`config.mk`:
```
export PLATFORM = sky130hd
export DESIGN_NAME = mem_arbiter
export DESIGN_NICKNAME = d
export VERILOG_FILES = /design/src/rtl/mem_arbiter.sv
export SDC_FILE = /design/constraint.sdc
export NUM_CORES = 1
export LEC_CHECK = 0
export BUFFER_PORTS_ARGS = -buffer_cell sky130_fd_sc_hd__buf_2
export CORE_MARGIN = 2
export CORE_UTILIZATION = 31
export DETAILED_ROUTE_END_ITERATION = 8
export PLACE_DENSITY = 0.63
export SYNTH_ARGS = -nofsm -noshare
export SYNTH_HDL_FRONTEND = slang
export SYNTH_SLANG_ARGS = --single-unit
```
`constraint.sdc`:
```
create_clock -name clk -period 2 [get_ports clk]
set_clock_uncertainty 0.15 [all_clocks]
set_input_delay 0.2 -clock clk [delete_from_list [all_inputs] [get_ports clk]]
set_output_delay 0.2 -clock clk [all_outputs]
set_load 0.05 [all_outputs]
```
`src/rtl/mem_arbiter.sv`:
```
// Round-robin arbiter merging the instruction and data memory ports onto one
// shared memory port, with latched grants and a sticky hung-memory watchdog.
module mem_arbiter #(
    parameter int ADDR_WIDTH = 32,
    parameter int DATA_WIDTH = 32,
    parameter int TIMEOUT    = 255,
    parameter int INST_FIRST = 1
) (
    input  logic                    clk,
    input  logic                    rst,

    input  logic                    inst_read,
    input  logic [ADDR_WIDTH-1:0]   inst_addr,
    output logic                    inst_resp,
    output logic [DATA_WIDTH-1:0]   inst_rdata,

    input  logic                    data_read,
    input  logic                    data_write,
    input  logic [DATA_WIDTH/8-1:0] data_mbe,
    input  logic [ADDR_WIDTH-1:0]   data_addr,
    input  logic [DATA_WIDTH-1:0]   data_wdata,
    output logic                    data_resp,
    output logic [DATA_WIDTH-1:0]   data_rdata,

    output logic                    mem_read,
    output logic                    mem_write,
    output logic [DATA_WIDTH/8-1:0] mem_mbe,
    output logic [ADDR_WIDTH-1:0]   mem_addr,
    output logic [DATA_WIDTH-1:0]   mem_wdata,
    input  logic                    mem_resp,
    input  logic [DATA_WIDTH-1:0]   mem_rdata,

    output logic                    err_timeout
);

    localparam int MBE_WIDTH = DATA_WIDTH / 8;

    localparam logic [1:0] IDLE  = 2'd0;
    localparam logic [1:0] GNT_I = 2'd1;
    localparam logic [1:0] GNT_D = 2'd2;

    localparam logic [15:0] TIMEOUT_CNT = 16'(TIMEOUT);
    localparam logic        PRIO_RESET  = (INST_FIRST != 0);

    logic [1:0]            state;
    logic                  prio;        // 1: inst wins the next contention
    logic [ADDR_WIDTH-1:0] hold_addr;
    logic [DATA_WIDTH-1:0] hold_wdata;
    logic [MBE_WIDTH-1:0]  hold_mbe;
    logic                  hold_write;
    logic [15:0]           wd_count;
    logic [15:0]           wd_next;
    logic                  err_flag;

    logic inst_pend;
    logic data_pend;
    logic contended;
    logic pick_inst;
    logic busy;

    always_comb begin
        inst_pend = inst_read;
        data_pend = data_read | data_write;
        contended = inst_pend & data_pend;
        pick_inst = inst_pend & (~data_pend | prio);
        // Saturate so a very long hang cannot wrap back below TIMEOUT.
        wd_next   = (wd_count == '1) ? wd_count : wd_count + 16'd1;
    end

    always_ff @(posedge clk or negedge rst) begin
        if (!rst) begin
            state      <= IDLE;
            prio       <= PRIO_RESET;
            hold_addr  <= '0;
            hold_wdata <= '0;
            hold_mbe   <= '0;
            hold_write <= 1'b0;
            wd_count   <= '0;
            err_flag   <= 1'b0;
        end else begin
            case (state)
                IDLE: begin
                    wd_count <= '0;
                    if (pick_inst) begin
                        state      <= GNT_I;
                        hold_addr  <= inst_addr;
                        hold_wdata <= '0;
                        hold_mbe   <= '0;
                        hold_write <= 1'b0;
                    end else if (data_pend) begin
                        state      <= GNT_D;
                        hold_addr  <= data_addr;
                        hold_wdata <= data_wdata;
                        hold_mbe   <= data_mbe;
                        hold_write <= data_write;
                    end
                    if (contended) begin
                        prio <= ~pick_inst;
                    end
                end
                GNT_I, GNT_D: begin
                    if (mem_resp) begin
                        state <= IDLE;
                    end else begin
                        wd_count <= wd_next;
                        if (wd_next == TIMEOUT_CNT) begin
                            err_flag <= 1'b1;
                        end
                    end
                end
                default: state <= IDLE;
            endcase
        end
    end

    always_comb begin
        busy        = (state == GNT_I) || (state == GNT_D);
        mem_read    = busy & ~hold_write;
        mem_write   = busy & hold_write;
        mem_addr    = hold_addr;
        mem_wdata   = hold_wdata;
        mem_mbe     = hold_mbe;
        inst_resp   = (state == GNT_I) & mem_resp;
        data_resp   = (state == GNT_D) & mem_resp;
        inst_rdata  = inst_resp ? mem_rdata : '0;
        data_rdata  = data_resp ? mem_rdata : '0;
        err_timeout = err_flag;
    end

endmodule

```
==> out/qor.yml <==
placed_design:
  dp_slack_ps: -44.5
  routabilityCongestion: 0.860
  place_area_um2: 6550
  dpl.hpwl_um: 11500
  portBuffers: 274
  dp.cells: 938
synthesis:
  ys_ff_latch: 89
  synth_cell_types: 51
  synth.area.mux_share_pct: 7.78
  avgSynthCellArea_um2: 9.87
  syn_area_um2: 4650
  ys_async_sr_fraction_pct: 100
  yosysSeqAreaShare_pct: 47.9
  synth_warnings: 0
  synth_top_family_by_area: "simple AND/OR/NAND/NOR gates"
  synthAdderAreaFrac_pct: 1.08
  synth_compound_area_share_pct: 18.0
  synth_edf_count: 0
  synthSimpleGateAreaFrac_pct: 20.6
  syn_nets: 613
  synth_xor_area_share_pct: 0.565
  postSynthCellCount: 471
  synthFlopType: "dfrtp_1"
global_route:
  grtUsageTotal_pct: 19.1
  grt_max_degree: 67
  grt_pass1_wl_um: 24600
  grt_overflow: 0
  antenna_found_initial: 3
  first_global_vias: 5028
sta:
  max-slew-margin-rel_pct: 73.3
  tightest_slew_ps: 400
  min_period_over_period_pct: 100
  period_needed_ps: 2000
  slew_violations: 0
  rsz0062_at_grt: "yes"
  setup_violations: 0
  setup_ws_ps: 0.139
  fmax_mhz: 500
  hold_viol: 0
power_and_ir_drop:
  vdd.ir_drop.worst_uv: 969
  p_per_area_nw_per_um2: 1590
  leakage_nw: 4.27
worst_setup_path:
  r2r-start: "wd_count[0]$_DFFE_PN0P_"
  crit_top_cell: "buf_4"
  setup.worst_path.start: "wd_count[0]$_DFFE_PN0P_"
  critPathLaunchType: "register"
  max_stage_delay_ps: 360
  arrival_ps: 2130
  critPathRequiredTime_ps: 2130
  crit_fanout: 3
  path_class: "reg2reg"
  slowest_stage: "dfrtp_1"
  rr_worst_depth: 8
  cp_cell_sequence: "ha_2 > nand4_1 > buf_4 > nor4_4 > buf_4 > mux2i_1 > o211a_1 > a41o_1"
  cp-end-kind: "register"
die:
  die_x_um: 126
  core_um2: 14600
  dieArea_um2: 16000
  die_h_um: 126
  row_count: 44
  ios: 275
  start_util_pct: 31.9
final_layout:
  nets: 966
  final_cells: 1016
  drive_above_1_share_pct: 46.0
  design_area_um2: 7710
  areaGrowthSynthToFinish_pct: 65.8
route:
  post-route-drc-count: 0
  drt_iter0_drc: 194
  drtPass1Iterations: 4
  avgRoutedWirePerCell_um: 15.7
  vias: 4981
  avgViaCountPerCell: 4.90
  wirelength_um: 15900
  ant_nets: 0
cts:
  clk_latency_ps: 340
  clkTransAtPathRegs_ps: 60
  tritoncts: "built"
  root_buffer: "clkbuf_16"
  cts_max_level: 3
  numCtsBuffers: 9
  clock_path_buffers: 2
  clock_sinks: 89
min_path:
  hold_class: "in2reg"
  holdPathStages: 3
  min-delay-start: "inst_addr[16]"
job:
  cap_violations: 0
status:
  status: "finished clean"
## synthesized netlist by cell type (2+ instances only)
| library cell | n | share of area [%] |
|---|---|---|
| o21ai_1 | 2 | 0.22 |
| nand3_1 | 9 | 0.97 |
| nor3_1 | 6 | 0.65 |
| and3_1 | 65 | 8.7 |
| nand4_1 | 5 | 0.67 |
| a22o_1 | 38 | 7.2 |
| nand2b_1 | 2 | 0.27 |
| o32ai_1 | 2 | 0.38 |
| o31ai_1 | 5 | 0.81 |
| ha_1 | 4 | 1.1 |
| o21a_1 | 2 | 0.32 |
| mux2i_1 | 35 | 7.5 |
| xor2_1 | 3 | 0.57 |
| a31o_2 | 3 | 0.57 |
| a31oi_1 | 4 | 0.54 |
| clkbuf_1 | 26 | 2.1 |
| a21oi_1 | 11 | 1.2 |
| nor2_1 | 13 | 1.0 |
| o21ai_0 | 50 | 5.4 |
| nand2_1 | 44 | 3.6 |
| nor2b_1 | 4 | 0.54 |
| buf_2 | 10 | 1.1 |
| inv_1 | 6 | 0.48 |
| buf_4 | 2 | 0.32 |
| nor4_1 | 3 | 0.40 |
| and2_1 | 5 | 0.67 |
| dfrtp_1 | 88 | 47 |
## area by class of cell
type,count,area [um2]
Tap cell,184,230
Fill cell,1268,6880
Clock inverter,5,129
Timing Repair Buffer,381,2540
Sequential cell,89,2230
Antenna cell,3,7.51
Multi-Input combinational cell,337,2320
Inverter,6,22.5
Clock buffer,11,233
## stage by stage
step           total power, mW  hold WS, ps  utilization (%)  TNS, ps
6_report                  12.2         7.21             52.9        0
2_1_floorplan             7.86         -246                -        0
5_1_grt                   12.9         6.52             52.9     -478
3_3_place_gp              9.70         12.7             44.9        0
4_1_cts                   12.0        0.105             50.7    -15.3
3_5_place_dp              9.80         15.1             44.9    -44.5
## repair_timing
action | 4_1_cts | 5_1_grt
hold buffers | 44 | 0
gates resized for setup | 14 | 96
cloned | 0 | 1
setup endpoints to repair | 10 | 89
buffers inserted | 0 | 14
endpoints found under the hold margin | 66 | 0
pin swaps | 0 | 8
## power by group
| group | internal (mW) | switching [mW] | total [mW] | leakage (nW) |
|---|---|---|---|---|
| Clock | 1.35 | 0.687 | 2.04 | 0.174 |
| Sequential | 2.53 | 0.390 | 2.92 | 1.13 |
| Combinational | 2.19 | 5.08 | 7.27 | 2.97 |
## registers in the layout, indices dropped and copies added, names as in the netlist
signal,count
state,2
err_timeout,1
mem_wdata,32
wd_count,16
mem_mbe,4
prio,1
mem_addr,32
hold_write,1
## kinds of logic after synthesis
family / Yosys count
flops: 89
mux: 36
compound gates: 125
simple gates: 169
fa+ha+maj: 4
buf+inv: 45
xor+xnor: 3
## final timing paths
path,end,slack (ps)
max,err_timeout$_DFFE_PN0P_,0.1
min reg2reg,mem_addr[16]$_DFFE_PN0P_,320
max reg2reg,err_timeout$_DFFE_PN0P_,0.1
min,mem_addr[16]$_DFFE_PN0P_,7
min in group asynchronous,wd_count[14]$_DFFE_PN0P_,180
max in group asynchronous,mem_addr[3]$_DFFE_PN0P_,910
## critical path, delay by kind of cell (launching register included)
kind / cells / cell delay, ps
flip-flops: 1 / 360
multiplexers: 1 / 180
AND/OR/NAND/NOR: 2 / 380
AO/OA/AOI/OAI: 2 / 310
buffers and inverters: 2 / 350
adder cells (fa/ha/maj): 1 / 200
## layer usage
| layer | GRT usage, % | share of wire (%) |
|---|---|---|
| met1 | 20.2 | 38 |
| met2 | 35.7 | 53 |
| met3 | 3.42 | 6.2 |
| met4 | 10.5 | 3.0 |
| met5 | 0 | 0 |
## cell usage in the layout, fill, tap and decap left out, types with 10 or more instances in the layout
cell type,netlist,final
a22o_1,38,38
clkbuf_16,0,10
dfrtp_1,88,86
nor2_1,13,13
buf_2,10,224
dlygate4sd3_1,0,44
buf_4,2,78
mux2i_1,35,35
and3_1,65,63
clkbuf_4,0,18
o21ai_0,50,44
nand2_1,44,43
Note: power is estimated with default switching activity, not from simulation.
